--- src/rtl/icache_refill.sv ---
// Instruction-cache refill engine: queues missing lines, fetches them beat by beat, fills the cache.
// Define ICACHE_REFILL_DEDUP_EN to suppress misses whose line is already in flight, queued, or duplicated across ports.
`ifndef ADDR_WIDTH
`define ADDR_WIDTH 32
`endif

module icache_refill #(
  parameter int LINE_SIZE    = 2,
  parameter int MISS_Q_DEPTH = 4
) (
  input  logic                         clk,
  input  logic                         reset,
  input  logic [`ADDR_WIDTH-1:0]       miss_addr [2],
  input  logic [1:0]                   miss,
  input  logic                         ext_flush,
  output logic                         mem_req_valid,
  output logic [`ADDR_WIDTH-1:0]       mem_req_addr,
  input  logic                         mem_req_ready,
  input  logic                         mem_resp_valid,
  input  logic [31:0]                  mem_resp_data,
  output logic                         fetch_addr_valid,
  output logic [`ADDR_WIDTH-1:0]       fetch_addr,
  output logic [32*LINE_SIZE-1:0]      fetched_data,
  output logic                         busy,
  output logic                         queue_full
);

  localparam int AW     = `ADDR_WIDTH;
  localparam int OFF_W  = 2 + $clog2(LINE_SIZE);
  localparam int BEAT_W = (LINE_SIZE > 1) ? $clog2(LINE_SIZE) : 1;
  localparam int PTR_W  = $clog2(MISS_Q_DEPTH);
  localparam int CNT_W  = PTR_W + 1;
  localparam logic [BEAT_W-1:0] LAST_BEAT = BEAT_W'(LINE_SIZE - 1);
  localparam logic [CNT_W-1:0]  DEPTH_C   = CNT_W'(MISS_Q_DEPTH);

  typedef enum logic [1:0] {S_IDLE, S_REQ, S_COLLECT, S_FILL} state_e;

  function automatic logic [AW-1:0] line_of(input logic [AW-1:0] a);
    line_of = {a[AW-1:OFF_W], {OFF_W{1'b0}}};
  endfunction

  state_e                  state_q, state_d;
  logic [AW-1:0]           cur_line_q, cur_line_d;
  logic [BEAT_W-1:0]       beat_q, beat_d;
  logic                    drop_q, drop_d;
  logic [32*LINE_SIZE-1:0] data_q, data_d;

  logic [AW-1:0]           q_mem [MISS_Q_DEPTH];
  logic [PTR_W-1:0]        wr_ptr_q, wr_ptr_d, rd_ptr_q, rd_ptr_d, wr_ptr_1;
  logic [CNT_W-1:0]        count_q, count_d, free_slots;

  logic                    deq;
  logic [AW-1:0]           line0, line1;
  logic                    dup0, dup1, enq0, enq1;
  logic [1:0]              n_enq;

  assign line0 = line_of(miss_addr[0]);
  assign line1 = line_of(miss_addr[1]);

  // Duplicate detection: only a live (not dropped) in-flight line counts, since a
  // dropped refill never fills the cache.
`ifdef ICACHE_REFILL_DEDUP_EN
  logic             hit0, hit1;
  logic [PTR_W-1:0] offs;
  always_comb begin
    hit0 = (state_q != S_IDLE) && !drop_q && (line0 == cur_line_q);
    hit1 = (state_q != S_IDLE) && !drop_q && (line1 == cur_line_q);
    offs = '0;
    for (int k = 0; k < MISS_Q_DEPTH; k++) begin
      offs = PTR_W'(k) - rd_ptr_q;
      if ({1'b0, offs} < count_q) begin
        if (q_mem[k] == line0) hit0 = 1'b1;
        if (q_mem[k] == line1) hit1 = 1'b1;
      end
    end
    dup0 = hit0;
    dup1 = hit1 || (miss[0] && (line0 == line1));
  end
`else
  assign dup0 = 1'b0;
  assign dup1 = 1'b0;
`endif

  // NOTE: every combinational output gets a default before the case so no latch is inferred.
  always_comb begin
    state_d          = state_q;
    cur_line_d       = cur_line_q;
    beat_d           = beat_q;
    drop_d           = drop_q;
    data_d           = data_q;
    deq              = 1'b0;
    mem_req_valid    = 1'b0;
    fetch_addr_valid = 1'b0;
    case (state_q)
      S_IDLE: begin
        if (count_q != '0 && !ext_flush) begin
          deq        = 1'b1;
          cur_line_d = q_mem[rd_ptr_q];
          drop_d     = 1'b0;
          state_d    = S_REQ;
        end
      end
      S_REQ: begin
        mem_req_valid = 1'b1;
        if (ext_flush) drop_d = 1'b1;
        if (mem_req_ready) begin
          beat_d  = '0;
          state_d = S_COLLECT;
        end
      end
      S_COLLECT: begin
        if (ext_flush) drop_d = 1'b1;
        if (mem_resp_valid) begin
          data_d[32*beat_q +: 32] = mem_resp_data;
          beat_d = beat_q + 1'b1;
          if (beat_q == LAST_BEAT) begin
            beat_d  = '0;
            state_d = (drop_q || ext_flush) ? S_IDLE : S_FILL;
          end
        end
      end
      S_FILL: begin
        fetch_addr_valid = !drop_q && !ext_flush;
        state_d          = S_IDLE;
      end
      default: state_d = S_IDLE;
    endcase
  end

  // Queue bookkeeping; a same-cycle dequeue frees its slot for the incoming misses.
  always_comb begin
    free_slots = DEPTH_C - count_q + CNT_W'(deq);
    enq0       = miss[0] && !dup0 && !ext_flush && (free_slots != '0);
    enq1       = miss[1] && !dup1 && !ext_flush &&
                 (free_slots >= (enq0 ? CNT_W'(2) : CNT_W'(1)));
    n_enq      = {1'b0, enq0} + {1'b0, enq1};
    wr_ptr_1   = wr_ptr_q + PTR_W'(enq0);
    if (ext_flush) begin
      wr_ptr_d = '0;
      rd_ptr_d = '0;
      count_d  = '0;
    end else begin
      wr_ptr_d = wr_ptr_q + PTR_W'(n_enq);
      rd_ptr_d = rd_ptr_q + PTR_W'(deq);
      count_d  = count_q + CNT_W'(n_enq) - CNT_W'(deq);
    end
  end

  // NOTE: sequential state uses non-blocking assignments so all registers update together.
  always_ff @(posedge clk) begin
    if (reset) begin
      state_q    <= S_IDLE;
      cur_line_q <= '0;
      beat_q     <= '0;
      drop_q     <= 1'b0;
      data_q     <= '0;
      wr_ptr_q   <= '0;
      rd_ptr_q   <= '0;
      count_q    <= '0;
    end else begin
      state_q    <= state_d;
      cur_line_q <= cur_line_d;
      beat_q     <= beat_d;
      drop_q     <= drop_d;
      data_q     <= data_d;
      wr_ptr_q   <= wr_ptr_d;
      rd_ptr_q   <= rd_ptr_d;
      count_q    <= count_d;
    end
  end

  // NOTE: queue storage is not reset; count_q alone decides which entries are valid.
  always_ff @(posedge clk) begin
    if (enq0) q_mem[wr_ptr_q] <= line0;
    if (enq1) q_mem[wr_ptr_1] <= line1;
  end

  assign mem_req_addr = cur_line_q;
  assign fetch_addr   = cur_line_q;
  assign fetched_data = data_q;
  assign busy         = (state_q != S_IDLE) || (count_q != '0);
  assign queue_full   = (count_q == DEPTH_C);

endmodule
--- config.mk ---
export PLATFORM = sky130hd
export DESIGN_NAME = icache_refill
export DESIGN_NICKNAME = d
export VERILOG_FILES = /design/src/rtl/icache_refill.sv
export SDC_FILE = /design/constraint.sdc
export NUM_CORES = 1
export LEC_CHECK = 0
export CORE_MARGIN = 5
export CORE_UTILIZATION = 57
export CTS_CLUSTER_DIAMETER = 60
export DETAILED_ROUTE_END_ITERATION = 10
export DONT_BUFFER_PORTS = 1
export PLACE_DENSITY_LB_ADDON = 0.1
export SETUP_SLACK_MARGIN = 0.3
export SYNTH_ARGS = -nofsm -noshare
export SYNTH_HDL_FRONTEND = slang
export SYNTH_SLANG_ARGS = --single-unit
--- constraint.sdc ---
create_clock -name clk -period 4.5 [get_ports clk]
set_input_delay 0.225 -clock clk [delete_from_list [all_inputs] [get_ports clk]]
set_output_delay 0.225 -clock clk [all_outputs]
set_load 0.1 [all_outputs]
======== Word level (Yosys, flattened, before mapping) ========
Memories as Yosys holds them, arrays and structs flattened. A register that Yosys moved wholly into a read port is not among the register bits.
Index checks and enable logic that the tools add are counted.
W data, S select, Z words.
operators by class
  add/sub/neg operators ................... 10
  order comparisons ....................... 1
  equal/unequal tests ..................... 9
  shifts and indexed selects .............. 2
  multiplexer cells ....................... 23
  reductions and logical operators ........ 23
operators with widths
  cell                        number
  $bwmux W64                  1
  $shift A32 B34 Y64 const A  1
  $shiftx A32 B34 Y64         1
  $neg A6 Y34                 1
  $mux W1                     13
  $mux W2                     6
  $ne A2 B2 Y1 const B        4
  $pmux W2 S4                 1
  $logic_and A1 B1 Y1         6
  $reduce_and A3 Y1           2
  $reduce_bool A2 Y1          3
  $reduce_bool A3 Y1          2
  $add A2 B1 Y2               2
  $eq A2 B2 Y1 const B        2
  $pmux W1 S2                 2
  $reduce_and A2 Y1           2
  $reduce_and A4 Y1           1
  $reduce_or A2 Y1            2
  $add A3 B1 Y3               1
  $add A3 B2 Y3               1
  $eq A3 B3 Y1 const B        1
  $ge A3 B2 Y1                1
  $sub A3 B1 Y3               1
  $sub A3 B3 Y3 const A       1
  other kinds (8)             10
word-level totals
  flip-flop bits (word level) ............. 107
  memory bits (writable) .................. 116
  bits of input ports ..................... 103
  output and inout bits ................... 132
  logic and storage cells ................. 77
  memories kept ........................... 1
memory list
  name   words  bits a word  rd ports  clocked after memory_dff  write ports  line  text
  q_mem  4      29           1         1                         2            48    logic [AW-1:0] q_mem [MISS_Q_DEPTH];

======== Depth between registers and ports, before layout ========
  word-level depth ........................ 13
  mapped depth ............................ 23
  depth with buffers taken out ............ 21

======== Least setup slack after synthesis ========
No wires, ideal clock.
  path type ............................... register to register
  from .................................... register state_q[0]
  to ...................................... register count_q[2]
  library setup time ...................... 130 ps
  arrival ................................. 4880 ps
  data required time ...................... 4370 ps
  slack ................................... -510 ps
  cell stages (with the launch flop) ...... 24
  buffers on the path ..................... 2
  period minus slack after synthesis ...... 5010 ps
  cells stage by stage .................... dfxtp_1 inv_1 ha_1 or3b_2 clkbuf_1 clkbuf_1 ha_1 inv_1 ha_1 xor2_2 o311ai_1 ha_1 nand2b_1 a211oi_4 nor2_1 ha_1 inv_1 ha_1 inv_1 ha_1 fa_1 xor2_1 xnor2_1 nor3_1
on the way
  longest elaborated chain between the ends .. 11
RTL lines
  what                    line  text
  from (decl)             42    state_e state_q, state_d;
  from (signal assigned)  161   state_q <= state_d;
  $logic_not A2 Y1 (*)    94    case (state_q)
  $mux W1 (*)             94
  $add A3 B1 Y3           132   free_slots = DEPTH_C - count_q + CNT_W'(deq);
  $reduce_bool A3 Y1      133   enq0 = miss[0] && !dup0 && !ext_flush && (free_slots != '0);
  $logic_and A1 B1 Y1     133
  $mux W2                 135   (free_slots >= (enq0 ? CNT_W'(2) : CNT_W'(1)));
  $ge A3 B2 Y1            135
  $logic_and A1 B1 Y1     134   enq1 = miss[1] && !dup1 && !ext_flush &&
  $add A1 B1 Y2           136   n_enq = {1'b0, enq0} + {1'b0, enq1};
  $add A3 B2 Y3           145   count_d = count_q + CNT_W'(n_enq) - CNT_W'(deq);
  $sub A3 B1 Y3 (*)       145
  to (signal assigned)    168   count_q <= count_d;
  to (decl)               50    logic [CNT_W-1:0] count_q, count_d, free_slots;
Mark *: on every way between the ends. The rest lies on a longest branch, timed or not.
A chain may end at the register's enable or synchronous reset.

======== Worst setup path in the final report ========
Same ends and word-level chain as after synthesis.

==> metrics <==
status finished, final reports clean; fin nets 1010; RSZ-0062 raised after global routing yes; share of power burned in registers 0.510; post-synthesis register bit count 220; Iter 0 DRT Violations 303; sequential area share after synthesis 0.552; GRT Overall Usage 0.215; Max FO, Critical Path 5; CP Cell Sequence inv_4 -> ha_4 -> or3b_4 -> ha_4 -> inv_2 -> ha_4 -> xor2_4 -> o311ai_4 -> ha_1 -> nand2b_4 -> a211oi_4 -> nor2_1 -> ha_1 -> inv_1 -> ha_1 -> inv_1 -> ha_2 -> fa_2 -> xor2_1 -> xnor2_1 -> nor3_1; sw power 0.00217 W; Slew @ Worst Pin 1.32 ns; die area 0.0205 sq mm; Slew HR 0.122; routed vias 6407; Max stage delay on crit path 0.40 ns; Post-synth EDFFs 116; Cell Pwr Density 510 mW/mm^2; fraction of layout cells with a size suffix above 1 0.295; combinational share of power 0.190; yosys warns 0; clk_skew 0.0164 ns; die width 143 um; TritonCTS clock tree built; DR pass1 iterations 4; Cells after DPL 981; vias in the first global route 6588; sw frac 0.355; H-tree Lvls 1; highest clock rate 0.241 GHz; Int Pwr 0.00395 W; Synth Area per Inst 12.3 sq um; top_reg_cell synth edfxtp_1; Post-DP HPWL 14100 um; buffers added on ports 0; critical path class register to register; startpoint types register; initial antenna violation count 0; Layout area overhead 19.0%; final cell count without fillers 1133; ant diodes 0; CTS Sinks 220; Final Hold Fails 0; Std-Cell Rows 48; Required @ worst endpoint 4.88 ns; Final setup viols 0; initial core utilization 0.581; worst path arrival time 4.53 ns; Worst-path clk slew 0.06 ns; wire per inst 20.1 um; Final Cycle Share 0.922; I/O Pins 235; GRT Residual Overflow 0; synthesized area 0.0101 sq mm; final worst slack 0.351 ns; drt drc 0; Final ANT Viol Nets 0; Netlist cell types 45; Skew-Pair Late Insertion Delay 0.51 ns; Clk pwr share 0.300; share of flip-flops with an asynchronous set or reset 0; MaxCap Viol Count 0; cell taking the most area after synthesis edfxtp_1; first-pass GRT wire length 34900 um; most frequent cells in the layout 191 x nand2_1, 116 x edfxtp_1, 96 x a21oi_1; setup TNS 0 ns; post-synthesis cell count 823; Critical Path End Type register; height of the die 143 um; Longest Clk Path Bufs 3; most common cell after layout, fill and taps aside nand2_1; Routed Wire Length 22800 um; largest net degree at the start of global routing 103; family with the most delay on the worst path adder cells; DR vias/cell 5.65; WP buf/inv 4; Final Slew Violations 0; leading post-synthesis cells by cell area edfxtp_1 35%, dfxtp_1 21%, mux2_2 9.5%; fin crit period 4.15 ns; Core Area 0.0174 sq mm; slowest CP cell or3b_4; Num CTS Buffers 24; HP Class input pin to register; Peak VDD IR 0.285 mV; global placer's final weighted congestion 0.783; Clock Root Buffer clkbuf_16; Leak 4.06 nW; Synth top area share 0.345; setup slack at placement 0.303 ns
path summary, 6_finish.rpt:
kind | from | to | slack [ns] | cells after the start
max | state_q[0] | count_q[2] | 0.35 | 21
min | ext_flush | state_q[1] | 0.03 | 3
max reg2reg | state_q[0] | count_q[2] | 0.35 | 21
min reg2reg | drop_q | drop_q | 0.50 | 2
routing by layer:
metal	share of wire	track usage	vias to the layer above
met1	0.37	0.243	3116
met3	0.091	0.0626	30
met2	0.52	0.401	245
met4	0.018	0.0480	0
li1	-	-	3016
met5	0	0	-
power groups by stage:
| stage | combinational, W | clock [W] | sequential (W) |
|---|---|---|---|
| floorplan | 0.00121 | 0 | 0.00280 |
| global placement | 0.000983 | 0 | 0.00315 |
| detailed placement | 0.00101 | 0 | 0.00316 |
| CTS | 0.00113 | 0.00187 | 0.00312 |
| global route | 0.00126 | 0.00196 | 0.00315 |
| finish | 0.00116 | 0.00184 | 0.00312 |
Yosys cell counts (3+ instances only):
cell and n:
xnor2_1 4, clkbuf_1 34, buf_6 12, dfxtp_1 104
a21oi_1 96, mux4_2 29, buf_2 5, edfxtp_1 116
o21ai_0 3, ha_1 16, mux2_2 85, inv_1 13
buf_4 35, nor2_1 6, nand2_1 191, nor3_1 5
and2_1 6, mux2_4 29
per-stage QoR:
stage	hold WS [ns]	area (sq um)	total power, W	util
floorplan	0.361	10200	0.00401	-
global placement	0.297	10100	0.00413	0.584
detailed placement	0.299	10100	0.00417	0.584
CTS	0.0129	11900	0.00612	0.684
global route	0.0536	12000	0.00636	0.692
finish	0.0273	12000	0.00612	0.692
cell families after synthesis:
family	share of synthesized area
mux	0.205
buf+inv	0.0599
flops	0.552
other cells	0.000372
compound gates	0.0585
xor+xnor	0.00756
simple gates	0.0952
fa+ha+maj	0.0218
worst min-delay path: stages:
cell and delay [ns]:
nor2_1 0.04, a21oi_1 0.14, o32ai_1 0.08
flip-flops by register name (all words and copies together) (netlist names):
| register | cells |
|---|---|
| q_mem | 116 |
| fetched_data | 64 |
| fetch_addr | 29 |
| count_q | 3 |
| rd_ptr_q | 2 |
| state_q | 2 |
| wr_ptr_q | 2 |
| beat_q | 1 |
| drop_q | 1 |
layout make-up:
cell class | instances | area (sq um)
clock buffer | 36 | 708
sequential | 220 | 5610
fill | 1230 | 5350
tap | 225 | 282
timing repair buffer | 123 | 1230
inverter | 13 | 53.8
multi-input combinational | 508 | 4070
clock inverter | 8 | 42.5
what timing repair did:
| action | 4_1_cts | 5_1_grt |
|---|---|---|
| pin swaps | 1 | 10 |
| setup endpoints to repair | 1 | 4 |
| hold buffers | 96 | 0 |
| setup buffers | 0 | 12 |
| hold endpoints to repair | 220 | 0 |
| resized for setup | 2 | 11 |
Power figures use the tool's default switching activity.
